===== src/rtl/uart_word_rx_pkg.sv =====
// Shared definitions for the UART word receiver.
//   rx_state_t  : bit-level FSM state encoding (plain localparams for legacy tools)
//   SYNC_STAGES : depth of the RxD synchroniser
//   nbytes()    : number of UART bytes needed to fill a word
// Optional feature macro: UART_WORD_RX_PARITY_EN (adds the parity state).
package uart_word_rx_pkg;

  typedef logic [2:0] rx_state_t;

  localparam rx_state_t StIdle     = 3'd0;
  localparam rx_state_t StStart    = 3'd1;
  localparam rx_state_t StData     = 3'd2;
`ifdef UART_WORD_RX_PARITY_EN
  localparam rx_state_t StParity   = 3'd3;
`endif
  localparam rx_state_t StStop     = 3'd4;
  localparam rx_state_t StWaitHigh = 3'd5;

  localparam int unsigned SYNC_STAGES = 2;

  function automatic int unsigned nbytes(input int unsigned width, input int unsigned bits);
    return (width + bits - 1) / bits;
  endfunction

endpackage


===== src/rtl/uart_word_rx_if.sv =====
// Word-side bus of the UART word receiver.
//   master : driven by the receiver (word_out, word_valid, frame_err, overrun, busy
//            and parity_err when UART_WORD_RX_PARITY_EN is defined); samples word_ready
//   slave  : the consumer view of the same signals
interface uart_word_rx_if #(
  parameter int unsigned WORD_WIDTH = 38
);
  logic [WORD_WIDTH-1:0] word_out;
  logic                  word_valid;
  logic                  word_ready;
  logic                  frame_err;
  logic                  overrun;
  logic                  busy;
`ifdef UART_WORD_RX_PARITY_EN
  logic                  parity_err;
`endif

  modport master (
    output word_out, word_valid, frame_err, overrun, busy,
`ifdef UART_WORD_RX_PARITY_EN
    output parity_err,
`endif
    input  word_ready
  );

  modport slave (
    input  word_out, word_valid, frame_err, overrun, busy,
`ifdef UART_WORD_RX_PARITY_EN
    input  parity_err,
`endif
    output word_ready
  );
endinterface


===== src/rtl/uart_rx_byte.sv =====
// Byte-level UART receiver: RxD synchroniser plus bit-timing FSM.
// Ports:
//   clk, rst    : clock, asynchronous active-high reset
//   rxd         : raw serial line, idle high
//   data        : last received byte (valid alongside byte_valid)
//   byte_valid  : 1-cycle pulse, byte accepted (good stop, good parity)
//   frame_err   : 1-cycle pulse, stop bit sampled low
//   parity_err  : 1-cycle pulse, even parity mismatch (UART_WORD_RX_PARITY_EN only)
//   busy        : high from start-bit detect until the stop-bit sample
module uart_rx_byte
  import uart_word_rx_pkg::*;
#(
  parameter int unsigned BITS         = 8,
  parameter int unsigned CLKS_PER_BIT = 16
) (
  input  logic            clk,
  input  logic            rst,
  input  logic            rxd,
  output logic [BITS-1:0] data,
  output logic            byte_valid,
  output logic            frame_err,
`ifdef UART_WORD_RX_PARITY_EN
  output logic            parity_err,
`endif
  output logic            busy
);

  localparam int unsigned CntW = (CLKS_PER_BIT > 2) ? $clog2(CLKS_PER_BIT) : 1;
  localparam int unsigned BitW = (BITS > 1) ? $clog2(BITS) : 1;
  localparam logic [CntW-1:0] HalfBit = CntW'(CLKS_PER_BIT / 2 - 1);
  localparam logic [CntW-1:0] FullBit = CntW'(CLKS_PER_BIT - 1);
  localparam logic [BitW-1:0] LastBit = BitW'(BITS - 1);

  logic [SYNC_STAGES-1:0] sync_q;
  logic                   rx;

  rx_state_t       state_q, state_d;
  logic [CntW-1:0] cnt_q, cnt_d;
  logic [BitW-1:0] bit_q, bit_d;
  logic [BITS-1:0] shift_q, shift_d;
  logic            valid_q, valid_d;
  logic            ferr_q, ferr_d;
  logic            tick;
`ifdef UART_WORD_RX_PARITY_EN
  logic            perr_q, perr_d;
  logic            pbad_q, pbad_d;
`endif

  assign rx   = sync_q[SYNC_STAGES-1];
  assign tick = (cnt_q == '0);

  always_comb begin
    state_d = state_q;
    cnt_d   = cnt_q;
    bit_d   = bit_q;
    shift_d = shift_q;
    valid_d = 1'b0;
    ferr_d  = 1'b0;
`ifdef UART_WORD_RX_PARITY_EN
    perr_d  = 1'b0;
    pbad_d  = pbad_q;
`endif
    case (state_q)
      // The line is only ever high on entry to idle, so a low level is the falling edge.
      StIdle: begin
        if (!rx) begin
          state_d = StStart;
          cnt_d   = HalfBit;
        end
      end
      StStart: begin
        if (tick) begin
          if (rx) begin
            state_d = StIdle;
          end else begin
            state_d = StData;
            cnt_d   = FullBit;
            bit_d   = '0;
`ifdef UART_WORD_RX_PARITY_EN
            pbad_d  = 1'b0;
`endif
          end
        end else begin
          cnt_d = cnt_q - CntW'(1);
        end
      end
      StData: begin
        if (tick) begin
          shift_d = {rx, shift_q[BITS-1:1]};
          cnt_d   = FullBit;
          if (bit_q == LastBit) begin
`ifdef UART_WORD_RX_PARITY_EN
            state_d = StParity;
`else
            state_d = StStop;
`endif
          end else begin
            bit_d = bit_q + BitW'(1);
          end
        end else begin
          cnt_d = cnt_q - CntW'(1);
        end
      end
`ifdef UART_WORD_RX_PARITY_EN
      StParity: begin
        if (tick) begin
          // Even parity: data ones plus parity bit must be even.
          pbad_d  = rx ^ (^shift_q);
          perr_d  = rx ^ (^shift_q);
          state_d = StStop;
          cnt_d   = FullBit;
        end else begin
          cnt_d = cnt_q - CntW'(1);
        end
      end
`endif
      StStop: begin
        if (tick) begin
          if (rx) begin
            state_d = StIdle;
`ifdef UART_WORD_RX_PARITY_EN
            valid_d = !pbad_q;
`else
            valid_d = 1'b1;
`endif
          end else begin
            ferr_d  = 1'b1;
            state_d = StWaitHigh;
          end
        end else begin
          cnt_d = cnt_q - CntW'(1);
        end
      end
      StWaitHigh: begin
        if (rx) state_d = StIdle;
      end
      default: state_d = StIdle;
    endcase
  end

  always_ff @(posedge clk or posedge rst) begin
    if (rst) begin
      sync_q  <= '1;
      state_q <= StIdle;
      cnt_q   <= '0;
      bit_q   <= '0;
      shift_q <= '0;
      valid_q <= 1'b0;
      ferr_q  <= 1'b0;
`ifdef UART_WORD_RX_PARITY_EN
      perr_q  <= 1'b0;
      pbad_q  <= 1'b0;
`endif
    end else begin
      sync_q  <= {sync_q[SYNC_STAGES-2:0], rxd};
      state_q <= state_d;
      cnt_q   <= cnt_d;
      bit_q   <= bit_d;
      shift_q <= shift_d;
      valid_q <= valid_d;
      ferr_q  <= ferr_d;
`ifdef UART_WORD_RX_PARITY_EN
      perr_q  <= perr_d;
      pbad_q  <= pbad_d;
`endif
    end
  end

  // shift_q does not move outside data states, so it is stable during the byte_valid pulse.
  assign data       = shift_q;
  assign byte_valid = valid_q;
  assign frame_err  = ferr_q;
`ifdef UART_WORD_RX_PARITY_EN
  assign parity_err = perr_q;
`endif
  assign busy       = (state_q != StIdle) && (state_q != StWaitHigh);

endmodule


===== src/rtl/uart_word_rx.sv =====
// Host-side UART receiver packing consecutive bytes, LSB byte first, into words.
// Ports:
//   clk, rst : clock, asynchronous active-high reset
//   RxD      : serial line, idle high, asynchronous to clk
//   bus      : uart_word_rx_if.master (word_out/word_valid/word_ready handshake,
//              frame_err, overrun, busy, and parity_err when enabled)
// Optional feature macro: UART_WORD_RX_PARITY_EN (even parity bit after the data bits).
// Needs at least two bytes per word.
module uart_word_rx
  import uart_word_rx_pkg::*;
#(
  parameter int unsigned BITS         = 8,
  parameter int unsigned CLKS_PER_BIT = 16,
  parameter int unsigned WORD_WIDTH   = 38,
  parameter int unsigned GAP_BITS     = 32
) (
  input  logic          clk,
  input  logic          rst,
  input  logic          RxD,
  uart_word_rx_if.master bus
);

  localparam int unsigned NBYTES    = nbytes(WORD_WIDTH, BITS);
  localparam int unsigned IdxW      = (NBYTES > 1) ? $clog2(NBYTES) : 1;
  localparam int unsigned AccW      = (NBYTES > 1) ? (NBYTES - 1) * BITS : BITS;
  localparam int unsigned GapCycles = (GAP_BITS == 0) ? 1 : GAP_BITS * CLKS_PER_BIT;
  localparam int unsigned GapW      = $clog2(GapCycles + 1);
  localparam logic [IdxW-1:0] LastIdx = IdxW'(NBYTES - 1);
  localparam logic [GapW-1:0] GapLast = GapW'(GapCycles - 1);

  logic [BITS-1:0] rx_data;
  logic            rx_valid;
  logic            rx_busy;

  logic [IdxW-1:0]       idx_q, idx_d;
  logic [AccW-1:0]       acc_q, acc_d;
  logic [WORD_WIDTH-1:0] word_q, word_d;
  logic                  valid_q, valid_d;
  logic                  overrun_q, overrun_d;
  logic [GapW-1:0]       gap_q, gap_d;

  uart_rx_byte #(
    .BITS         (BITS),
    .CLKS_PER_BIT (CLKS_PER_BIT)
  ) u_rx_byte (
    .clk        (clk),
    .rst        (rst),
    .rxd        (RxD),
    .data       (rx_data),
    .byte_valid (rx_valid),
    .frame_err  (bus.frame_err),
`ifdef UART_WORD_RX_PARITY_EN
    .parity_err (bus.parity_err),
`endif
    .busy       (rx_busy)
  );

  always_comb begin
    idx_d     = idx_q;
    acc_d     = acc_q;
    word_d    = word_q;
    valid_d   = valid_q;
    overrun_d = 1'b0;
    gap_d     = gap_q;

    if (valid_q && bus.word_ready) valid_d = 1'b0;

    if (rx_valid) begin
      gap_d = '0;
      if (idx_q == LastIdx) begin
        idx_d = '0;
        // Load is allowed when the buffer drains in this same cycle.
        if (!valid_q || bus.word_ready) begin
          word_d  = WORD_WIDTH'({rx_data, acc_q});
          valid_d = 1'b1;
        end else begin
          overrun_d = 1'b1;
        end
      end else begin
        idx_d = idx_q + IdxW'(1);
        for (int i = 0; i < int'(NBYTES) - 1; i++) begin
          if (idx_q == IdxW'(i)) acc_d[i*BITS +: BITS] = rx_data;
        end
      end
    end else if (rx_busy || (idx_q == '0)) begin
      gap_d = '0;
    end else if (GAP_BITS != 0) begin
      // Line idle too long mid-word: drop the partial word.
      if (gap_q == GapLast) begin
        idx_d = '0;
        gap_d = '0;
      end else begin
        gap_d = gap_q + GapW'(1);
      end
    end
  end

  always_ff @(posedge clk or posedge rst) begin
    if (rst) begin
      idx_q     <= '0;
      acc_q     <= '0;
      word_q    <= '0;
      valid_q   <= 1'b0;
      overrun_q <= 1'b0;
      gap_q     <= '0;
    end else begin
      idx_q     <= idx_d;
      acc_q     <= acc_d;
      word_q    <= word_d;
      valid_q   <= valid_d;
      overrun_q <= overrun_d;
      gap_q     <= gap_d;
    end
  end

  assign bus.word_out   = word_q;
  assign bus.word_valid = valid_q;
  assign bus.overrun    = overrun_q;
  assign bus.busy       = rx_busy;

endmodule


===== src/flat_wrapper.sv =====
// flat-port wrapper written by rule: the top's interface ports become plain ports
module uart_word_rx_flat import uart_word_rx_pkg::*;
#(
  parameter int unsigned BITS         = 8,
  parameter int unsigned CLKS_PER_BIT = 16,
  parameter int unsigned WORD_WIDTH   = 38,
  parameter int unsigned GAP_BITS     = 32
)
  (clk, rst, RxD, bus_word_out, bus_word_valid, bus_frame_err, bus_overrun, bus_busy, bus_word_ready);
  uart_word_rx_if #(.WORD_WIDTH(WORD_WIDTH)) bus_i ();
  input  logic clk;
  input  logic rst;
  input  logic RxD;
  output wire logic [$bits(bus_i.word_out)-1:0] bus_word_out;
  output wire logic [$bits(bus_i.word_valid)-1:0] bus_word_valid;
  output wire logic [$bits(bus_i.frame_err)-1:0] bus_frame_err;
  output wire logic [$bits(bus_i.overrun)-1:0] bus_overrun;
  output wire logic [$bits(bus_i.busy)-1:0] bus_busy;
  input wire logic [$bits(bus_i.word_ready)-1:0] bus_word_ready;
  assign bus_word_out = bus_i.word_out;
  assign bus_word_valid = bus_i.word_valid;
  assign bus_frame_err = bus_i.frame_err;
  assign bus_overrun = bus_i.overrun;
  assign bus_busy = bus_i.busy;
  assign bus_i.word_ready = bus_word_ready;
  uart_word_rx #(.BITS(BITS), .CLKS_PER_BIT(CLKS_PER_BIT), .WORD_WIDTH(WORD_WIDTH), .GAP_BITS(GAP_BITS)) u_core (.clk(clk), .rst(rst), .RxD(RxD), .bus(bus_i));
endmodule

===== config.mk =====
export PLATFORM = sky130hd
export DESIGN_NAME = uart_word_rx_flat
export DESIGN_NICKNAME = d
export VERILOG_FILES = /design/src/rtl/uart_word_rx_pkg.sv /design/src/rtl/uart_word_rx_if.sv /design/src/rtl/uart_rx_byte.sv /design/src/rtl/uart_word_rx.sv /design/src/flat_wrapper.sv
export SDC_FILE = /design/constraint.sdc
export NUM_CORES = 1
export LEC_CHECK = 0
export ABC_CLOCK_PERIOD_IN_PS = 2900
export BUFFER_PORTS_ARGS = -buffer_cell sky130_fd_sc_hd__buf_2
export CAP_MARGIN = 10
export CELL_PAD_IN_SITES_DETAIL_PLACEMENT = 1
export CELL_PAD_IN_SITES_GLOBAL_PLACEMENT = 1
export CORE_ASPECT_RATIO = 1.1
export CORE_MARGIN = 4
export CORE_UTILIZATION = 45
export CTS_BUF_LIST = sky130_fd_sc_hd__clkbuf_4
export DETAILED_ROUTE_END_ITERATION = 16
export PLACE_DENSITY_LB_ADDON = 0.2
export SLEW_MARGIN = 10
export SYNTH_ARGS = -nofsm -noshare
export SYNTH_HDL_FRONTEND = slang
export SYNTH_SLANG_ARGS = --single-unit

===== constraint.sdc =====
create_clock -name clk -period 2.9 [get_ports clk]
set_input_delay 0.29 -clock clk [delete_from_list [all_inputs] [get_ports clk]]
set_output_delay 0.29 -clock clk [all_outputs]
set_load 0.01 [all_outputs]

== After elaboration in Yosys (flattened, before gate mapping) ==
Cells that the tools add are included.

* Bits in registers: 107
* Output and inout port bits: 42
* Word-level logic and storage cells: 105

* $add $sub $neg: 4
* Equality and inequality tests: 22
* Muxes and demuxes: 40
* Bitwise gates (word level): 1
* Reduce and logical (&&, ||, !) cells: 22

{| class="wikitable"
|+ Operator list
! operator !! number
|-
| 3-bit 2-to-1 mux || 15
|-
| 10-bit 2-to-1 mux || 3
|-
| 4-bit 2-to-1 mux || 5
|-
| 2-bit inequality test, second input constant || 10
|-
| 4-bit one-hot mux with 4 select lines || 1
|-
| 3-bit one-hot mux with 5 select lines || 1
|-
| 3-bit AND reduction || 5
|-
| 1-bit 2-to-1 mux || 13
|-
| 3-bit equality test, second input constant || 4
|-
| 10-bit by 1-bit adder with 10-bit output, second input constant || 1
|-
| 10-bit by 9-bit equality test with 1-bit output, second input constant || 1
|-
| 3-bit by 2-bit equality test with 1-bit output, second input constant || 3
|-
| 3-bit by 1-bit adder with 3-bit output, second input constant || 2
|-
| 3-bit by 1-bit equality test with 1-bit output, second input constant || 2
|-
| 3-bit zero test || 2
|-
| 3-bit inequality test, second input constant || 2
|-
| 3-bit one-hot mux with 2 select lines || 1
|-
| 6-bit AND reduction || 1
|-
| 5-bit AND reduction || 1
|-
| 4-bit zero test || 1
|-
| 2-bit AND reduction || 2
|-
| 4-bit AND reduction || 1
|-
| 2-bit nonzero test || 2
|-
| 4-bit nonzero test || 1
|-
| other kinds (7) || 9
|}

== Depth between registers and ports, before layout ==
* Depth in word-level cells: 5
* Mapped depth: 7
* Depth with buffers taken out: 6

== Modules after synthesis ==
Synthesis repeated with hierarchy kept, for this count alone.

* Cells, all modules: 340
* Area, all modules: 4,614.4 sq um

{| class="wikitable"
|+ By module, submodules not included
! module !! instances !! cells an instance !! area an instance (sq um)
|-
| uart_word_rx || 1 || 233 || 3,408.3
|-
| uart_rx_byte || 1 || 107 || 1,206.2
|}

== Least setup slack after synthesis ==
No wires, ideal clock.

* Kind: flip-flop to flip-flop
* Start point: register u_core.u_rx_byte.cnt_q[0]
* End point: register u_core.u_rx_byte.cnt_q[1]
* Data arrival time: 1,731 ps
* Setup slack: 1,044 ps
* Stages on the path, launching flop included: 7
* Buffers on the path: 0
* Clock period less this slack: 1,856 ps
* Cell sequence: dfrtp_1 -> inv_1 -> ha_1 -> or3b_1 -> a21oi_1 -> and2_1 -> mux2_4

* Word-level cells in the longest chain between the ends: 3
* Elaborated cells between the ends (all ways): 9
* Classes of those cells: add/sub (1); eq/ne (2); mux (4); reduce/logical (2)

{| class="wikitable"
|+ Ends and longest elaborated chain
! what !! line !! RTL
|-
| from (decl) || uart_rx_byte.sv:38 || <nowiki>logic [CntW-1:0] cnt_q, cnt_d;</nowiki>
|-
| from (signal assigned) || uart_rx_byte.sv:157 || <nowiki>cnt_q <= cnt_d;</nowiki>
|-
| 4-bit by 1-bit subtractor with 4-bit output / 4-bit zero test (equally long branches) || n/a ||
|-
| 4-bit 2-to-1 mux, or another cell as far along || uart_rx_byte.sv:118 || <nowiki>if (tick) begin</nowiki>
|-
| 4-bit one-hot mux with 4 select lines / 4-bit AND reduction (equally long branches) || n/a ||
|}

Several ways; a longest one is shown, not always the timed one. The select of a mux whose other input is x is not followed.
A chain may end at the register's enable or synchronous reset.

== Final worst setup path ==
* Start point: register u_core.idx_q[0]
* End point: register u_core.word_q[6] (netlist: u_core.bus.word_out[6])

* Word-level cells in the longest chain between the ends: 2

{| class="wikitable"
|+ Ends and longest elaborated chain
! what !! line !! RTL
|-
| from (decl) || uart_word_rx.sv:35 || <nowiki>logic [IdxW-1:0] idx_q, idx_d;</nowiki>
|-
| from (signal assigned) || uart_word_rx.sv:107 || <nowiki>idx_q <= idx_d;</nowiki>
|-
| 3-bit equality test || uart_word_rx.sv:70 || <nowiki>if (idx_q == LastIdx) begin</nowiki>
|-
| 3-bit AND reduction (no line) || n/a ||
|-
| to (signal assigned) || uart_word_rx.sv:109 || <nowiki>word_q <= word_d;</nowiki>
|-
| to (decl) || uart_word_rx.sv:37 || <nowiki>logic [WORD_WIDTH-1:0] word_q, word_d;</nowiki>
|}

No other way between the ends.

==> results.json <==
{
  "dp_cells": 479,
  "relSlewSlack": 0.615,
  "ys.flop_type": "dfrtp_1",
  "path_buf_inv": 2,
  "p_leak_nw": 2.57,
  "first_pass_iters": 4,
  "seq_area_frac_synth": 0.602,
  "cp_slowest_stage_delay_ps": 450,
  "end_kind": "register",
  "outcome": "finished, final reports clean",
  "layout_common_cells": "105 x dfrtp_1, 80 x mux2_2, 45 x buf_2",
  "cts_resized": 0,
  "drcViolationCount": 0,
  "core-area_mm2": 0.00949,
  "setup_viol": 0,
  "die_h_um": 112,
  "clk_pin_slew_worst_paths_ps": 170,
  "path_cells": "inv_1 > ha_1 > nand3_1 > nor2b_4 > buf_4 > mux2_2",
  "power_density_mw_per_mm2": 527,
  "netlist_instances": 322,
  "first_iter_violations": 54,
  "start_util": 0.469,
  "cts_tree": "done",
  "drive_above_1_share": 0.417,
  "rrSetupSlack_ps": 810,
  "via_per_inst": 5.32,
  "syn-cell-area_mm2": 0.00445,
  "layout.cells.non_filler": 496,
  "synth_compound_area_frac": 0.0461,
  "die_w_um": 103,
  "grt_pass1_vias": 2899,
  "gp_congestion": 0.797,
  "timing.final.crit_share": 0.721,
  "mostFrequentLayoutCell": "dfrtp_1",
  "clk_path_buf_depth": 2,
  "synth_area_per_cell_um2": 13.8,
  "cts_max_level": 3,
  "yosysUniqueCellTypes": 45,
  "synthAdderAreaFrac": 0.0253,
  "skew_ps": 22.6,
  "synth_nets": 335,
  "drv_slew": 0,
  "areaGrowthSynthToFinish_pct": 11.6,
  "io_buffers": 45,
  "drt_wl_total_um": 8250,
  "yosys.area_share.xor_xnor": 0.0157,
  "antenna_cells": 0,
  "synth.area.mux_share": 0.206,
  "final_hold_viol_count": 0,
  "cts_sinks": 107,
  "synth_top_family_by_area": "multiplexers",
  "num_io_pins": 46,
  "period_minus_slack_ps": 2090,
  "vias": 2638,
  "peakVddDrop_mv": 0.225,
  "hold_class": "primary input to register",
  "yosysWarnings": 0,
  "cp_max_fo": 38,
  "cap_violations": 0,
  "cts-root-buf": "clkbuf_4",
  "max_freq_mhz": 478,
  "slowest_stage": "dfrtp_1",
  "worstMarginPinSlew_ps": 577,
  "path_class": "register to register",
  "postSynth.asyncResetShare": 1.00,
  "cts-buffers-inserted": 9,
  "critPathRequiredTime_ps": 3220,
  "grt_first_pass_wirelength_um": 14500,
  "wl_per_cell_um": 16.6,
  "cts_setup_buffers": 0,
  "rsz0062_at_grt": "no",
  "setup_tns_ps": 0,
  "grt_overflow": 0,
  "clock_latency_ps": 440,
  "cp_top_family": "buffers and inverters",
  "grt_start_max_net_pins": 108,
  "synth_edf_count": 0,
  "fill_cells": 972,
  "antenna_found_initial": 0,
  "num-nets-final": 388,
  "rows": 37,
  "whs_ps": 141,
  "synth-simple-area-share": 0.0852,
  "synth_seq_cells": 107,
  "worstSetupStartpointType": "register",
  "ant_nets": 0,
  "grt_usage": 0.157,
  "dpl.hpwl_um": 5750,
  "cp.arrival_ps": 2410,
  "die-area_mm2": 0.0115
}
[logic make-up after synthesis]
group	count (synthesis)
multiplexers	81
buffers and inverters	20
AO/OA/AOI/OAI	31
XOR/XNOR	8
AND/OR/NAND/NOR	66
adder cells (fa/ha/maj)	9
flip-flops	107
[path summary, 6_finish.rpt]
path / start / end / cells past startpoint
worst max-delay path: u_core.idx_q[0] / u_core.bus.word_out[6] / 6
worst min-delay path: bus_word_ready / u_core.bus.overrun / 3
worst max register to register: u_core.idx_q[0] / u_core.bus.word_out[6] / 6
worst min register to register: u_core.u_rx_byte.sync_q[0] / u_core.u_rx_byte.sync_q[1] / 0
max in group asynchronous: rst / u_core.u_rx_byte.sync_q[1] / 4
min in group asynchronous: rst / u_core.u_rx_byte.byte_valid / 4
[tightest hold or removal path, stage by stage]
cell      delay (ps)
buf_2             70
nand2b_1         130
nor2_1            50
[layout make-up]
| cell class | instances | area, um^2 | share of cell area |
|---|---|---|---|
| flip-flops and latches | 107 | 2680 | 0.539 |
| multi-input cells | 195 | 1690 | 0.340 |
| repair buffers | 50 | 280 | 0.0564 |
| well taps | 117 | 146 | 0.0295 |
| clock buffers | 9 | 67.6 | 0.0136 |
| clock inverters | 6 | 55.1 | 0.0111 |
| inverters | 12 | 48.8 | 0.00982 |
[where the power goes]
group	switching [W]	internal (W)
logic	0.000168	0.000149
clock network	0.000503	0.000191
registers	0.0000702	0.00154
[synthesized netlist by cell type, types with 2 or more instances]
master	instances	area, um^2
o21ai_0	10	50.1
xor2_1	3	26.3
nor2_2	5	31.3
nand3_1	5	25.0
nor2_1	12	45.0
a21oi_1	7	35.0
a22o_1	4	35.0
nor3b_1	2	15.0
dfrtp_1	105	2630
inv_1	12	45.0
ha_1	9	113
buf_2	5	25.0
nor2b_1	4	25.0
nand4_1	5	31.3
xnor2_1	5	43.8
clkbuf_1	2	7.51
nor3_1	6	30.0
nand2b_1	5	31.3
or4_4	2	22.5
dfstp_2	2	52.6
and2b_1	2	15.0
mux2_2	80	901
nand2_1	8	30.0
[stage by stage]
stage	utilization	power, W	cell area [um^2]	setup slack (ps)
finish	0.524	0.00262	4970	809
floorplan	-	0.00187	4460	1040
CTS	0.524	0.00266	4970	789
detailed placement	0.509	0.00195	4830	828
global placement	0.509	0.00194	4830	875
global route	0.524	0.00279	4970	603
[per-layer routing]
metal	vias to the layer above	wire length (um)	track usage
met5	-	0	0
met4	0	109	0.0544
met3	7	235	0.0224
met2	37	4070	0.262
met1	1349	3830	0.209
li1	1245	-	-
[flip-flops by register name, summed over array words and instances (netlist names)]
signal                       flops
u_core.acc_q                    32
u_core.bus.overrun               1
u_core.gap_q                    10
u_core.u_rx_byte.frame_err       1
u_core.u_rx_byte.bit_q           3
u_core.bus.word_out             38
u_core.idx_q                     3
u_core.bus.word_valid            1
u_core.u_rx_byte.sync_q          2
u_core.u_rx_byte.data            8
u_core.u_rx_byte.state_q         3
u_core.u_rx_byte.byte_valid      1
u_core.u_rx_byte.cnt_q           4
[timing repair]
action	in CTS	in global routing
setup endpoints to repair	0	0
endpoints found under the hold margin	46	0
hold buffers	2	0
No activity file was read; power rests on OpenSTA's default activity.
